`config.mk`:
```
export PLATFORM = sky130hd
export DESIGN_NAME = puf_cmd_ctrl_flat
export DESIGN_NICKNAME = d
export VERILOG_FILES = /design/src/rtl/puf_cmd_pkg.sv /design/src/rtl/puf_cmd_ctrl_if.sv /design/src/rtl/puf_resp_bank.sv /design/src/rtl/puf_cmd_ctrl.sv /design/src/flat_wrapper.sv
export SDC_FILE = /design/constraint.sdc
export NUM_CORES = 1
export LEC_CHECK = 0
export ABC_AREA = 1
export BUFFER_PORTS_ARGS = -buffer_cell sky130_fd_sc_hd__buf_2
export CAP_MARGIN = 20
export CORE_AREA = 2 2 232 234
export DETAILED_ROUTE_END_ITERATION = 10
export DIE_AREA = 0 0 234 236
export PLACE_DENSITY = 0.61
export SETUP_SLACK_MARGIN = 0.3
export SLEW_MARGIN = 20
export SYNTH_ARGS = -nofsm -noshare
export SYNTH_HDL_FRONTEND = slang
export SYNTH_SLANG_ARGS = --single-unit
```
`constraint.sdc`:
```
create_clock -name CLK -period 9.5 [get_ports CLK]
set_input_delay 1.9 -clock CLK [delete_from_list [all_inputs] [get_ports CLK]]
set_output_delay 1.9 -clock CLK [all_outputs]
set_load 0.02 [all_outputs]
```
`src/rtl/puf_cmd_pkg.sv`:
```
// Shared command/status encodings and FSM state type for the PUF command controller.
package puf_cmd_pkg;

  localparam int CH_BITS = 4;
  localparam int OVR_W   = 8;

  localparam logic [3:0] CMD_STIM   = 4'h1;
  localparam logic [3:0] CMD_READ   = 4'h2;
  localparam logic [3:0] CMD_STATUS = 4'h3;

  localparam logic [7:0] ST_BAD_OP  = 8'hE1;
  localparam logic [7:0] ST_BAD_CH  = 8'hE2;
  localparam logic [7:0] ST_TMO     = 8'hE3;
  localparam logic [7:0] ST_BAD_CNT = 8'hE4;
  localparam logic [7:0] ST_NO_RESP = 8'hE5;

  typedef enum logic [2:0] {
    S_IDLE,
    S_DECODE,
    S_START,
    S_WAIT,
    S_REPLY
  } state_t;

endpackage

```
`src/rtl/puf_cmd_ctrl_if.sv`:
```
// Frame and PUF-channel bundle between the SPI frame receiver/transmitter, the PUFs and the controller.
interface puf_cmd_ctrl_if #(
  parameter int N_PUF  = 2,
  parameter int RESP_W = 128,
  parameter int OP_W   = 8,
  parameter int CNT_W  = 16
);
  localparam int FRAME_W = OP_W + RESP_W;

  logic [FRAME_W-1:0]      RX_FRAME;
  logic                    RX_VALID;
  logic [N_PUF-1:0]        PUF_DONE;
  logic [N_PUF*RESP_W-1:0] PUF_RESP;
  logic [N_PUF-1:0]        PUF_START;
  logic [CNT_W-1:0]        PUF_CNT;
  logic [FRAME_W-1:0]      TX_FRAME;
  logic                    TX_VALID;
  logic                    BUSY;

  // master: the controller; slave: the SPI/PUF side it talks to
  modport master (
    input  RX_FRAME, RX_VALID, PUF_DONE, PUF_RESP,
    output PUF_START, PUF_CNT, TX_FRAME, TX_VALID, BUSY
  );

  modport slave (
    output RX_FRAME, RX_VALID, PUF_DONE, PUF_RESP,
    input  PUF_START, PUF_CNT, TX_FRAME, TX_VALID, BUSY
  );

endinterface

```
`src/rtl/puf_resp_bank.sv`:
```
// Per-channel response capture registers with valid bits; data is never reset, only the valid bits.
module puf_resp_bank
  import puf_cmd_pkg::*;
#(
  parameter int N_PUF  = 2,
  parameter int RESP_W = 128
) (
  input  logic               CLK,
  input  logic               clr,
  input  logic               cap,
  input  logic [CH_BITS-1:0] cap_ch,
  input  logic [RESP_W-1:0]  cap_data,
  input  logic [CH_BITS-1:0] rd_ch,
  output logic [RESP_W-1:0]  rd_data,
  output logic [N_PUF-1:0]   valid
);

  logic [RESP_W-1:0] bank [N_PUF];

  always_ff @(posedge CLK) begin
    if (clr) begin
      valid <= '0;
    end else if (cap) begin
      for (int c = 0; c < N_PUF; c++) begin
        if (cap_ch == CH_BITS'(c)) valid[c] <= 1'b1;
      end
    end
  end

  always_ff @(posedge CLK) begin
    if (cap) begin
      for (int c = 0; c < N_PUF; c++) begin
        if (cap_ch == CH_BITS'(c)) bank[c] <= cap_data;
      end
    end
  end

  always_comb begin
    rd_data = '0;
    for (int c = 0; c < N_PUF; c++) begin
      if (rd_ch == CH_BITS'(c)) rd_data = bank[c];
    end
  end

endmodule

```
`src/rtl/puf_cmd_ctrl.sv`:
```
// Frame-driven command controller: decodes STIM/READ/STATUS, launches PUF runs with a timeout
// guard, banks responses and returns one reply frame per accepted command.
module puf_cmd_ctrl
  import puf_cmd_pkg::*;
#(
  parameter int N_PUF   = 2,
  parameter int RESP_W  = 128,
  parameter int OP_W    = 8,
  parameter int CNT_W   = 16,
  parameter int TMO_CYC = 1048575
) (
  input logic            CLK,
  input logic            RESET,
  puf_cmd_ctrl_if.master bus
);

  localparam int FRAME_W = OP_W + RESP_W;
  localparam int TMO_W   = (TMO_CYC > 1) ? $clog2(TMO_CYC) : 1;

  state_t             state;
  logic [OP_W-1:0]    op_q;
  logic [CNT_W-1:0]   cnt_q;
  logic [TMO_W-1:0]   tmo_q;
  logic [OVR_W-1:0]   ovr_q;
  logic [FRAME_W-1:0] tx_frame_q;
  logic [CNT_W-1:0]   puf_cnt_q;

  logic [3:0]         cmd;
  logic [CH_BITS-1:0] ch;
  logic [N_PUF-1:0]   ch_mask;
  logic [N_PUF-1:0]   valid;
  logic [RESP_W-1:0]  rd_data;
  logic [RESP_W-1:0]  resp_sel;
  logic [RESP_W-1:0]  stat_pay;
  logic [7:0]         dec_st;
  logic               dec_err;
  logic               done_sel;
  logic               rx_drop;
  logic [OVR_W-1:0]   ovr_inc;

  assign cmd      = op_q[7:4];
  assign ch       = op_q[3:0];
  assign done_sel = |(bus.PUF_DONE & ch_mask);
  assign rx_drop  = bus.RX_VALID && (state != S_IDLE);
  assign ovr_inc  = (ovr_q == {OVR_W{1'b1}}) ? ovr_q : ovr_q + 1'b1;

  always_comb begin
    ch_mask = '0;
    for (int c = 0; c < N_PUF; c++) ch_mask[c] = (ch == CH_BITS'(c));
  end

  always_comb begin
    resp_sel = '0;
    for (int c = 0; c < N_PUF; c++) begin
      if (ch_mask[c]) resp_sel = bus.PUF_RESP[c*RESP_W +: RESP_W];
    end
  end

  always_comb begin
    stat_pay                      = '0;
    stat_pay[N_PUF-1:0]           = valid;
    stat_pay[N_PUF+OVR_W-1:N_PUF] = ovr_q;
  end

  // Error checks in priority order; the first failing one names the status reply
  always_comb begin
    dec_st  = 8'h00;
    dec_err = 1'b1;
    if (!(cmd == CMD_STIM || cmd == CMD_READ || cmd == CMD_STATUS))
      dec_st = ST_BAD_OP;
    else if (cmd != CMD_STATUS && {1'b0, ch} >= 5'(N_PUF))
      dec_st = ST_BAD_CH;
    else if (cmd == CMD_STIM && cnt_q == '0)
      dec_st = ST_BAD_CNT;
    else if (cmd == CMD_READ && !(|(valid & ch_mask)))
      dec_st = ST_NO_RESP;
    else
      dec_err = 1'b0;
  end

  // Command register: loaded only when a frame is accepted in IDLE
  always_ff @(posedge CLK) begin
    if (state == S_IDLE && bus.RX_VALID) begin
      op_q  <= bus.RX_FRAME[FRAME_W-1 -: OP_W];
      cnt_q <= bus.RX_FRAME[CNT_W-1:0];
    end
  end

  always_ff @(posedge CLK) begin
    if (RESET) begin
      state      <= S_IDLE;
      tx_frame_q <= '0;
      puf_cnt_q  <= CNT_W'(1);
      ovr_q      <= '0;
      tmo_q      <= '0;
    end else begin
      if (rx_drop) ovr_q <= ovr_inc;
      unique case (state)
        S_IDLE: begin
          if (bus.RX_VALID) state <= S_DECODE;
        end
        S_DECODE: begin
          if (dec_err) begin
            tx_frame_q <= {OP_W'(dec_st), {RESP_W{1'b0}}};
            state      <= S_REPLY;
          end else if (cmd == CMD_STIM) begin
            puf_cnt_q <= cnt_q;
            state     <= S_START;
          end else if (cmd == CMD_READ) begin
            tx_frame_q <= {op_q, rd_data};
            state      <= S_REPLY;
          end else begin
            // Snapshot is reported and the counter restarts; a drop on this very edge still counts
            tx_frame_q <= {op_q, stat_pay};
            ovr_q      <= rx_drop ? OVR_W'(1) : '0;
            state      <= S_REPLY;
          end
        end
        S_START: begin
          tmo_q <= '0;
          state <= S_WAIT;
        end
        S_WAIT: begin
          if (done_sel) begin
            tx_frame_q <= {op_q, resp_sel};
            state      <= S_REPLY;
          end else if (tmo_q == TMO_W'(TMO_CYC - 1)) begin
            tx_frame_q <= {OP_W'(ST_TMO), {RESP_W{1'b0}}};
            state      <= S_REPLY;
          end else begin
            tmo_q <= tmo_q + 1'b1;
          end
        end
        S_REPLY: begin
          puf_cnt_q <= CNT_W'(1);
          state     <= S_IDLE;
        end
        default: state <= S_IDLE;
      endcase
    end
  end

  puf_resp_bank #(
    .N_PUF  (N_PUF),
    .RESP_W (RESP_W)
  ) u_bank (
    .CLK      (CLK),
    .clr      (RESET),
    .cap      ((state == S_WAIT) && done_sel),
    .cap_ch   (ch),
    .cap_data (resp_sel),
    .rd_ch    (ch),
    .rd_data  (rd_data),
    .valid    (valid)
  );

  assign bus.PUF_START = (state == S_START) ? ch_mask : '0;
  assign bus.PUF_CNT   = puf_cnt_q;
  assign bus.TX_FRAME  = tx_frame_q;
  assign bus.TX_VALID  = (state == S_REPLY);
  assign bus.BUSY      = (state != S_IDLE);

endmodule

```
`src/flat_wrapper.sv`:
```
// flat-port wrapper written by rule: the top's interface ports become plain ports
module puf_cmd_ctrl_flat import puf_cmd_pkg::*;
#(
  parameter int N_PUF   = 2,
  parameter int RESP_W  = 128,
  parameter int OP_W    = 8,
  parameter int CNT_W   = 16,
  parameter int TMO_CYC = 1048575
)
  (CLK, RESET, bus_RX_FRAME, bus_RX_VALID, bus_PUF_DONE, bus_PUF_RESP, bus_PUF_START, bus_PUF_CNT, bus_TX_FRAME, bus_TX_VALID, bus_BUSY);
  puf_cmd_ctrl_if #(.N_PUF(N_PUF), .RESP_W(RESP_W), .OP_W(OP_W), .CNT_W(CNT_W)) bus_i ();
  input logic CLK;
  input logic RESET;
  input wire logic [$bits(bus_i.RX_FRAME)-1:0] bus_RX_FRAME;
  input wire logic [$bits(bus_i.RX_VALID)-1:0] bus_RX_VALID;
  input wire logic [$bits(bus_i.PUF_DONE)-1:0] bus_PUF_DONE;
  input wire logic [$bits(bus_i.PUF_RESP)-1:0] bus_PUF_RESP;
  output wire logic [$bits(bus_i.PUF_START)-1:0] bus_PUF_START;
  output wire logic [$bits(bus_i.PUF_CNT)-1:0] bus_PUF_CNT;
  output wire logic [$bits(bus_i.TX_FRAME)-1:0] bus_TX_FRAME;
  output wire logic [$bits(bus_i.TX_VALID)-1:0] bus_TX_VALID;
  output wire logic [$bits(bus_i.BUSY)-1:0] bus_BUSY;
  assign bus_i.RX_FRAME = bus_RX_FRAME;
  assign bus_i.RX_VALID = bus_RX_VALID;
  assign bus_i.PUF_DONE = bus_PUF_DONE;
  assign bus_i.PUF_RESP = bus_PUF_RESP;
  assign bus_PUF_START = bus_i.PUF_START;
  assign bus_PUF_CNT = bus_i.PUF_CNT;
  assign bus_TX_FRAME = bus_i.TX_FRAME;
  assign bus_TX_VALID = bus_i.TX_VALID;
  assign bus_BUSY = bus_i.BUSY;
  puf_cmd_ctrl #(.N_PUF(N_PUF), .RESP_W(RESP_W), .OP_W(OP_W), .CNT_W(CNT_W), .TMO_CYC(TMO_CYC)) u_core (.CLK(CLK), .RESET(RESET), .bus(bus_i));
endmodule
```
Yosys cells after proc, flatten, opt, wreduce, memory -nomap -nowiden
Memories as Yosys holds them, arrays and structs flattened.
Cells that the tools add are included.

cells by class
  order comparisons = 1
  bitwise gates (word level) = 2
  equal/unequal tests = 18
  reduce and logical (&&, ||, !) cells = 25
  mux-type cells = 47
  add/subtract/negate cells = 2

operators with widths
  kind                     count
  $mux W128                6
  $mux W136                4
  $pmux W136 S2            1
  $reduce_or A128 Y1       1
  $mux W8                  10
  $mux W20                 2
  $pmux W20 S2             1
  $mux W16                 2
  $pmux W16 S2             1
  $add A20 B1 Y20 const B  1
  $eq A20 B20 Y1 const B   1
  $logic_not A16 Y1        1
  $mux W3                  5
  $mux W1                  13
  $pmux W3 S4              1
  $reduce_and A3 Y1        3
  $add A8 B1 Y8 const B    1
  $eq A4 B1 Y1 const B     2
  $eq A4 B2 Y1 const B     2
  $eq A8 B8 Y1 const B     1
  $ne A2 B2 Y1 const B     4
  $eq A3 B2 Y1 const B     2
  $logic_and A1 B1 Y1      6
  $reduce_and A2 Y1        3
  16 further kinds         21

word-level totals
  register bits after elaboration = 209
  output and inout port bits = 156
  memories = 1
  input port bits = 397
  memory bits (writable) = 256
  logic and storage cells = 105

memory list
  memory              words  bits a word  rd ports  clocked after memory_dff  write ports  RTL line             RTL
  u_core.u_bank.bank  2      128          2         0                         1            puf_resp_bank.sv:18  logic [RESP_W-1:0] bank [N_PUF];

Depth between registers and ports, before layout
Gate-level depths: netlist of the first run.

  word-level depth = 11
  depth in mapped cells = 14
  depth with buffers taken out = 13

Modules after synthesis
Synthesis of the first run repeated with hierarchy kept, for this count alone.

second synthesis, totals
  cells, all modules = 2912
  area, all modules = 22736.8 µm²

modules (own cells, without submodules)
  module         times used  seq. area each (µm²)  area each (µm²)  cells each
  puf_cmd_ctrl   1           4384.2                12759.7          2197
  puf_resp_bank  1           7727.4                9977.1           715

Worst setup path before layout of the first run
Ideal clock, no wire load.

  path type = input to register
  from = input bus_PUF_DONE[1]
  to = memory u_core.u_bank.bank[0][0] (enable)
  path slack = 1.407 ns
  library setup time = 0.618 ns
  data arrival time = 7.475 ns
  path buffers = 0
  cell stages on the path = 4
  required time = 8.882 ns
  cells stage by stage = nand2_1 nand2_1 nand2_2 nor2_1

between the ends
  cells in the longest elaborated chain, start to end = 7
  elaborated cells between the ends (all ways) = 10
  those cells by class = 6 x mux; 1 x bitwise; 3 x reduce/logical

RTL lines
  element                              RTL line             RTL
  start: declaration                   flat_wrapper.sv:16   input wire logic [$bits(bus_i.PUF_DONE)-1:0] bus_PUF_DONE;
  $and A2 B2 Y2 (*)                    puf_cmd_ctrl.sv:43   assign done_sel = |(bus.PUF_DONE & ch_mask);
  $reduce_or A2 Y1 (*)                 puf_cmd_ctrl.sv:43
  $logic_and A1 B1 Y1 (*)              puf_cmd_ctrl.sv:149  .cap ((state == S_WAIT) && done_sel),
  $mux W1                              puf_resp_bank.sv:31  if (cap) begin
  $mux W1 (implied by the code)        puf_resp_bank.sv:33  if (cap_ch == CH_BITS'(c)) bank[c] <= cap_data;
  $reduce_or A128 Y1 (no source line)  -
  $mux W1 (no source line)             -
  end: declaration                     puf_resp_bank.sv:18

Every way passes the cells marked *; elsewhere a longest branch is shown, timed or not.

Final worst setup path of the first run
  from = register u_core.op_q[2]
  to = output bus_PUF_START[0]

between the ends
  cells in the longest elaborated chain, start to end = 2

RTL lines
  element                   RTL line             RTL
  start: declaration        puf_cmd_ctrl.sv:21   logic [OP_W-1:0] op_q;
  start signal: assignment  puf_cmd_ctrl.sv:84   op_q <= bus.RX_FRAME[FRAME_W-1 -: OP_W];
  $logic_not A4 Y1          puf_cmd_ctrl.sv:49   for (int c = 0; c < N_PUF; c++) ch_mask[c] = (ch == CH_BITS'(c));
  $mux W2                   puf_cmd_ctrl.sv:157  assign bus.PUF_START = (state == S_START) ? ch_mask : '0;
  end: declaration          flat_wrapper.sv:18   output wire logic [$bits(bus_i.PUF_START)-1:0] bus_PUF_START;

No other way between the ends.

==> results of run 1 <==
==> how the worst max path moves through the flow <==
stage	slack, ns	endpoint	from
2_1_floorplan	1.41	u_core.u_bank.bank[0][0]$_DFFE_PP_	bus_PUF_DONE[1]
4_1_cts	3.74	bus_PUF_START[0]	u_core.op_q[2]$_DFFE_PP_
5_1_grt	3.57	bus_PUF_START[0]	u_core.op_q[2]$_DFFE_PP_
6_report	3.85	bus_PUF_START[0]	u_core.op_q[2]$_DFFE_PP_
3_5_place_dp	4.40	u_core.bus.TX_FRAME[7]$_SDFFE_PP0P_	u_core.op_q[3]$_DFFE_PP_
3_3_place_gp	4.49	bus_PUF_START[0]	u_core.op_q[3]$_DFFE_PP_
==> per-layer routing <==
metal	up-vias	part of all wire [%]
met1	7804	44
met3	80	5.8
met2	419	48
met4	2	2.2
met5	-	0.032
li1	8403	-
==> power by group through the flow <==
stage | Sequential, mW | Clock, mW | Combinational [mW]
6_report | 2.21 | 2.05 | 0.406
2_1_floorplan | 2.30 | 0 | 0.200
4_1_cts | 2.21 | 2.10 | 0.410
5_1_grt | 2.21 | 2.19 | 0.452
3_5_place_dp | 2.25 | 0 | 0.408
3_3_place_gp | 2.25 | 0 | 0.401
==> per-stage QoR <==
| step | area (µm²) | total power, mW | utilization, % | cells | setup slack, ns |
|---|---|---|---|---|---|
| 2_1_floorplan | 20800 | 2.50 | - | 2327 | 1.41 |
| 4_1_cts | 25200 | 4.72 | 47.4 | 3438 | 3.74 |
| 3_5_place_dp | 23400 | 2.66 | 44.1 | 3340 | 4.40 |
| 3_3_place_gp | 23400 | 2.65 | 44.1 | 3340 | 4.49 |
| 6_report | 25200 | 4.67 | 47.4 | 3440 | 3.85 |
| 5_1_grt | 25200 | 4.85 | 47.4 | 3438 | 3.57 |
==> flip-flops by register name (all words and copies together) (netlist names) <==
name,count
u_core.bus.TX_FRAME,136
u_core.cnt_q,16
u_core.bus.PUF_CNT,16
u_core.u_bank.bank,256
u_core.op_q,8
u_core.u_bank.valid,2
u_core.state,3
u_core.ovr_q,8
u_core.tmo_q,20
==> tightest hold or removal path: stages (launching register included) <==
cell,delay (ns)
dfxtp_1,0.31
nand2_1,0.06
a21oi_1,0.05
==> area by class of cell <==
cell class	instances	area [µm²]
Clock buffer	69	1460
Timing Repair Buffer	456	2330
Clock inverter	29	299
Tap cell	696	871
Inverter	190	718
Multi-Input combinational cell	1533	7370
Antenna cell	2	5.00
Sequential cell	465	12100
Fill cell	5110	27900
==> kinds of logic after synthesis <==
group,synth area share (%)
simple gates,22.1
flops,58.1
fa+ha+maj,0.180
buf+inv,6.68
compound gates,12.2
xor+xnor,0.673
==> cells in the final DEF (no fill, tap or decap), types with 3 or more instances in the layout <==
cell type,netlist,layout
nor2_2,8,7
clkinv_2,0,6
o21ai_0,15,15
clkinv_1,1,14
nand4_1,15,15
buf_4,4,15
bufinv_16,0,6
nand2_1,790,790
a21oi_1,56,56
clkbuf_16,0,55
clkbuf_1,59,11
buf_2,59,440
xor2_1,13,13
a22o_1,246,246
edfxtp_1,280,280
nor2_4,1,5
nor3_1,12,12
ha_1,3,3
inv_2,10,8
nand3_1,27,26
xnor2_1,3,3
clkbuf_8,0,3
nor2_1,334,331
inv_1,179,179
dfxtp_1,185,185
==> results.cfg, run 1 <==
[grt]
grt_pass1_wl_mm = 88.2
grtUsageMet3_pct = 3.88
grt_max_degree = 213
grt_pass1_vias = 16272
use_met1_pct = 26.1
met2_usage_pct = 34.1
grt_usage_pct = 20.1
gr-total-overflow = 0
grt_most_used_layer = met2
antenna_found_initial = 5

[power_and_ir_drop]
max-vdd-ir-drop_uv = 134
pwr-share-seq_pct = 47.3
leakage_nw = 11.2
p_int_mw = 3.57
comb_power_share_pct = 8.7
sw_frac_of_total_pct = 23.4
p_per_area_nw_per_um2 = 185
p_switching_mw = 1.09
clkPwrFrac_pct = 44.0

[logic_synthesis]
synth_edf_count = 280
synthCells = 2327
async_flop_share_pct = 0
ys_seq_area_share_pct = 58.1
ys_warn_count = 0
syn_nets = 2727
ys_types = 30
synthTopCellsByArea = edfxtp_1, dfxtp_1, nand2_1
ys_ff_latch = 465
syn_area_um2 = 20800
yosys_most_used_dff = edfxtp_1
synth_top_area_share_pct = 40.4
synth_largest_area_cell = edfxtp_1
synth.most_common_cell = nand2_1
ys_top_cells_by_count = nand2_1, nor2_1, edfxtp_1
postSynthAreaPerCell_um2 = 8.95

[clock_network]
cts_tree = done
cts_sinks = 465
clk_latency_ns = 0.60
ctsHoldBuffers = 0
clock_path_buffers = 3
path_clk_slew_ns = 0.06
ctsResizeCount = 0
ctsHtreeMaxLevel = 2
clk_root_buffer_cell = clkbuf_16
cts_buffers = 52
post-cts-setup-buffers = 0

[floorplanning]
start_util_pct = 39.3
core_area_um2 = 53100
num_io_pins = 553
rows = 85
die_h_um = 236
dieArea_um2 = 55200
die_x_um = 234

[run_status]
status = finished clean

[place]
place_congestion = 0.861
dp_hpwl_mm = 35.0
io_buffer_count = 440

[routing]
wl_per_cell_um = 16.4
firstDrtPassIters = 7
drcViolationCount = 0
viasPerCell = 4.86
drt_iter0_drc = 1029
vias = 16708
drt-total-wl_mm = 56.4
antenna_left = 0

[min_path]
hold_end = u_core.bus.PUF_CNT[3]$_SDFFE_PP0P_
hold_depth = 2
hold_class = reg2reg
min_from = u_core.bus.PUF_CNT[3]$_SDFFE_PP0P_

[sta]
fmax_ghz = 0.177
post-route-period-util_pct = 59.5
holdWs_ns = 0.464
hold_violations = 0
skew_ns = 0.0431
fin_crit_ns = 5.65
setup_viol = 0
fin_setup_tns_ns = 0
slew_headroom_pct = 27.3
rsz0062_at_grt = no
worstMarginPinSlew_ns = 1.09
drv_slew = 0

[setup_path]
r2r_slack_ns = 4.47
r2r_end = u_core.bus.TX_FRAME[38]$_SDFFE_PP0P_
cp.depth = 7
slowest_delay_ns = 0.84
timing.rr.start = u_core.op_q[2]$_DFFE_PP_
path_class = reg2out
rr_worst_depth = 13
critPathMaxFanout = 79
arrival_ns = 3.75
worst-path-buf-inv = 3
cp-end-kind = primary output
crit_family = simple AND/OR/NAND/NOR gates
crit_chain = nor2_2 -> nand2_1 -> nor2_4 -> buf_4 -> inv_1 -> nor2_1 -> buf_2
crit_slowest_cell = nor2_4
critPathRequiredTime_ns = 7.60
start_kind = flip-flop

[cells_and_area]
final_nets = 3098
area_growth_pct = 20.8
drive_gt1_share_pct = 20.3

[run]
max_cap_viol_count = 0
(Power assumes the default switching activity.)
==> run 2, diff against run 1 <==
clock period = 5.8 ns   (was 9.5 ns; I/O delays follow)
==> run 2 against run 1 <==
Effect of this change: register-to-register slack got worse by 2.2 ns; clock skew fell by 0.022 ns; largest cell class unchanged; hold slack got worse by 0.0026 ns; critical endpoint is now bus_PUF_START[1]; sequential share of layout area fell by 0.12 points; highest routed layer unchanged.
==> results.cfg, run 2 (synthesized netlist as in run 1, its figures left out) <==
[routing]
drt_iter0_drc = 1101
vias = 16606
viasPerCell = 4.83
drt-total-wl_mm = 55.6
firstDrtPassIters = 5
antenna_left = 0
drcViolationCount = 0
wl_per_cell_um = 16.2

[sta]
worstMarginPinSlew_ns = 1.08
fin_setup_tns_ns = 0
drv_slew = 0
rsz0062_at_grt = no
setup_viol = 0
hold_violations = 0
skew_ns = 0.0213
post-route-period-util_pct = 65.1
fmax_ghz = 0.265
fin_crit_ns = 3.78
slew_headroom_pct = 28.2

[clock_network]
path_clk_slew_ns = 0.06
clk_latency_ns = 0.59
cts_buffers = 51
ctsHtreeMaxLevel = 2
ctsHoldBuffers = 0
clk_root_buffer_cell = clkbuf_16
clock_path_buffers = 3
cts_sinks = 465
post-cts-setup-buffers = 0
ctsResizeCount = 0
cts_tree = done

[power_and_ir_drop]
p_int_mw = 5.82
p_per_area_nw_per_um2 = 302
max-vdd-ir-drop_uv = 196
comb_power_share_pct = 8.7
sw_frac_of_total_pct = 23.6
pwr-share-seq_pct = 47.5
clkPwrFrac_pct = 43.8
p_switching_mw = 1.80
leakage_nw = 11.2

[cells_and_area]
drive_gt1_share_pct = 20.6
diodes = 0
design_area_um2 = 25200
final_common_cell = nand2_1
largest_register = u_core.u_bank.bank
largest_reg_flops = 256
final_nets = 3099
layout_common_cells = nand2_1, buf_2, nor2_1
area_growth_pct = 21.1

[run_status]
status = finished clean

[setup_path]
slowest_delay_ns = 0.45
worst-path-buf-inv = 3
arrival_ns = 2.62
path_class = reg2out
cp-end-kind = primary output
crit_family = buffers and inverters
crit_slowest_cell = buf_12
cp.depth = 7
r2r_end = u_core.bus.TX_FRAME[37]$_SDFFE_PP0P_
critPathRequiredTime_ns = 4.64
critPathMaxFanout = 161
crit_chain = nor2_2 -> nand2_1 -> nor2_4 -> buf_12 -> inv_1 -> nor2_1 -> buf_2
rr_worst_depth = 10
r2r_slack_ns = 2.26
start_kind = flip-flop
timing.rr.start = u_core.op_q[3]$_DFFE_PP_

[min_path]
hold_end = u_core.bus.PUF_CNT[15]$_SDFFE_PP0P_
min_from = u_core.bus.PUF_CNT[15]$_SDFFE_PP0P_
hold_depth = 2
hold_class = reg2reg

[floorplanning]
dieArea_um2 = 55200
start_util_pct = 39.3
core_area_um2 = 53100
rows = 85
num_io_pins = 553
die_h_um = 236
die_x_um = 234

[place]
dp_hpwl_mm = 34.6
place_area_um2 = 23500
io_buffer_count = 440
place_congestion = 0.860

[grt]
antenna_found_initial = 1
grt_pass1_vias = 16199
grt_pass1_wl_mm = 87.3
grt_max_degree = 162
gr-total-overflow = 0
grt_usage_pct = 19.8

[run]
max_cap_viol_count = 0
==> run 2: power by group through the flow <==
stage | Combinational, mW | Sequential [mW] | Clock, mW
after CTS | 0.673 | 3.62 | 3.42
after global routing | 0.738 | 3.63 | 3.55
final | 0.666 | 3.62 | 3.33
after detailed placement | 0.669 | 3.69 | 0
after floorplan | 0.327 | 3.76 | 0
after global placement | 0.658 | 3.69 | 0
==> run 2: worst max-delay path by stage <==
| stage | end | from |
|---|---|---|
| 3_5_place_dp | u_core.bus.TX_FRAME[118]$_SDFFE_PP0P_ | u_core.op_q[3]$_DFFE_PP_ |
| 5_1_grt | bus_PUF_START[1] | u_core.op_q[3]$_DFFE_PP_ |
| 2_1_floorplan | u_core.u_bank.bank[0][0]$_DFFE_PP_ | u_core.op_q[3]$_DFFE_PP_ |
| 6_report | bus_PUF_START[1] | u_core.op_q[3]$_DFFE_PP_ |
| 4_1_cts | bus_PUF_START[1] | u_core.op_q[3]$_DFFE_PP_ |
| 3_3_place_gp | u_core.bus.TX_FRAME[7]$_SDFFE_PP0P_ | u_core.op_q[3]$_DFFE_PP_ |
==> run 2: metrics by stage <==
stage	setup slack, ns	power (mW)	hold WS [ns]	util (%)	instances
finish	2.02	7.62	0.461	47.6	3438
CTS	1.89	7.71	0.463	47.6	3438
detailed placement	2.23	4.36	0.454	44.3	3342
global route	1.81	7.92	0.477	47.6	3438
global placement	2.29	4.34	0.445	44.3	3342
floorplan	0.590	4.09	0.463	-	2327
==> run 2: area by class of cell <==
type	count	area (µm²)
multi-input cells	1533	7370
fillers	5107	27800
flip-flops and latches	465	12100
clock buffers	76	1520
repair buffers	458	2410
inverters	190	718
clock inverters	20	226
well taps	696	871
==> run 2: tightest hold or removal path, delay by kind of cell, from the launching register on <==
family / cells / cell delay (ns)
DFF: 1 / 0.30
AOI/OAI and AO/OA: 1 / 0.05
and+or+nand+nor: 1 / 0.06
==> run 2: metal layers <==
layer,up-vias,track usage [%],share of wire [%]
li1,8389,-,-
met1,7746,25.6,44
met2,393,33.5,48
met3,76,4.26,5.9
met4,2,4.95,2.1
met5,-,0,0.023
==> run 3, diff against run 2 <==
PLACE_DENSITY = 0.63   (was 0.61)
clock period = 3.26 ns   (was 5.8 ns; I/O delays follow)
==> run 3 against run 2 <==
Effect of this change: non-clock buffer count is 15 higher; wire length hardly changed; register-to-register slack worse by 1.6 ns; clock skew is 0.0020 ns lower; die area stayed put; sequential share of layout area is 0.42 points lower; first-iteration DRC count is 21% lower; core utilization is 0.41 points higher; critical path type unchanged; largest cell class unchanged.
==> results.cfg, run 3 (synthesized netlist as in run 1, its figures left out) <==
[setup_path]
cp-end-kind = primary output
crit_slowest_cell = edfxtp_1
crit_family = simple AND/OR/NAND/NOR gates
path_class = reg2out
rr_worst_depth = 7
critPathRequiredTime_ns = 2.61
worst-path-buf-inv = 3
slowest_delay_ns = 0.42
timing.rr.start = u_core.state[0]$_SDFFE_PP0P_
arrival_ns = 2.14
r2r_end = u_core.u_bank.bank[0][205]$_DFFE_PP_
start_kind = flip-flop
crit_chain = nor2_2 -> nand2_2 -> nor2_4 -> buf_12 -> inv_4 -> nor2_1 -> buf_2
r2r_slack_ns = 0.63
critPathMaxFanout = 17

[routing]
wl_per_cell_um = 16.1
viasPerCell = 4.89
firstDrtPassIters = 4
antenna_left = 0
drt_iter0_drc = 865
vias = 16887
drt-total-wl_mm = 55.6
drcViolationCount = 0

[cells_and_area]
design_area_um2 = 25500
layout_common_cells = nand2_1, buf_2, nor2_1
largest_reg_flops = 256
final_common_cell = nand2_1
seqCellArea_um2 = 12100
area_growth_pct = 22.2
drive_gt1_share_pct = 20.7
fill_cells = 5064
final_nets = 3114
multi_input_area_um2 = 7380
largest_register = u_core.u_bank.bank

[floorplanning]
die_h_um = 236
start_util_pct = 39.3
dieArea_um2 = 55200
rows = 85
num_io_pins = 553
die_x_um = 234
core_area_um2 = 53100

[place]
io_buffer_count = 440
place_congestion = 0.866
dp_hpwl_mm = 35.0
place_area_um2 = 23800
post-place-ws_ns = 0.639

[clock_network]
ctsHtreeMaxLevel = 2
cts_tree = done
clk_root_buffer_cell = clkbuf_16
clock_path_buffers = 3
ctsResizeCount = 0
cts_sinks = 465
path_clk_slew_ns = 0.06
clk_latency_ns = 0.58
cts_buffers = 51
ctsHoldBuffers = 0

[sta]
worstMarginPinSlew_ns = 0.739
fin_crit_ns = 2.79
setup_viol = 0
drv_slew = 0
slew_headroom_pct = 50.7
post-route-period-util_pct = 85.6
fmax_ghz = 0.358
skew_ns = 0.0194
setup_ws_ns = 0.470
rsz0062_at_grt = no
hold_violations = 0

[grt]
grt_pass1_vias = 16008
use_met1_pct = 25.8
met2_usage_pct = 33.2
antenna_found_initial = 1
gr-total-overflow = 0
grt_max_degree = 139
grt_pass1_wl_mm = 86.8
grtUsageMet3_pct = 3.42
grt_usage_pct = 19.6
grt_most_used_layer = met2

[run_status]
status = finished clean

[min_path]
hold_depth = 1
min_from = bus_RX_FRAME[135]
hold_class = in2reg
hold_end = u_core.op_q[7]$_DFFE_PP_

[run]
max_cap_viol_count = 0

[power_and_ir_drop]
max-vdd-ir-drop_uv = 391
leakage_nw = 11.3
p_per_area_nw_per_um2 = 522
[run 3: worst max path at each step]
stage	to	startpoint	depth (start not counted)	slack [ns]
3_3_place_gp	u_core.u_bank.bank[0][205]$_DFFE_PP_	u_core.state[0]$_SDFFE_PP0P_	7	0.66
6_report	bus_PUF_START[0]	u_core.op_q[3]$_DFFE_PP_	7	0.47
4_1_cts	bus_PUF_START[0]	u_core.op_q[3]$_DFFE_PP_	7	0.31
5_1_grt	bus_PUF_START[0]	u_core.op_q[2]$_DFFE_PP_	7	0.37
2_1_floorplan	u_core.u_bank.bank[0][0]$_DFFE_PP_	u_core.op_q[2]$_DFFE_PP_	7	-0.16
3_5_place_dp	u_core.u_bank.bank[0][200]$_DFFE_PP_	u_core.state[0]$_SDFFE_PP0P_	7	0.64
[run 3: cell type report]
cell class                 count  share of cell area (%)
clock buffer                  66                    5.35
tap                          696                    3.42
inverter                     190                    2.84
multi-input combinational   1533                    29.0
antenna                        1                 0.00983
timing repair buffer         473                    10.8
sequential                   465                    47.6
clock inverter                26                   0.978
[run 3: timing repair]
| action | in CTS | in global routing |
|---|---|---|
| setup endpoints to repair | 1 | 1 |
| endpoints found under the hold margin | 0 | 0 |
| gates cloned | 1 | 1 |
| pin swaps | 0 | 1 |
| buffers inserted | 0 | 1 |
[run 3: through the flow]
stage | hold WS, ns | TNS (ns) | util, % | std cells | total power [mW]
2_1_floorplan | 0.450 | -40.33 | - | 2327 | 7.29
3_3_place_gp | 0.446 | 0 | 44.8 | 3354 | 7.74
3_5_place_dp | 0.450 | 0 | 44.8 | 3354 | 7.76
4_1_cts | 0.208 | 0 | 47.9 | 3447 | 13.4
5_1_grt | 0.215 | 0 | 48.0 | 3449 | 13.8
6_report | 0.246 | 0 | 48.0 | 3450 | 13.3
[run 3: layer usage]
metal / vias up / wire length, µm
met1: 8000 / 24700
met4: 0 / 1070
met5: - / 0
met3: 67 / 2940
met2: 386 / 26900
li1: 8434 / -
[run 3: power by group]
group	leakage (nW)	switching, mW	internal (mW)
Combinational	6.52	0.737	0.464
Clock	0.792	2.31	3.33
Sequential	4.00	0.0817	6.36
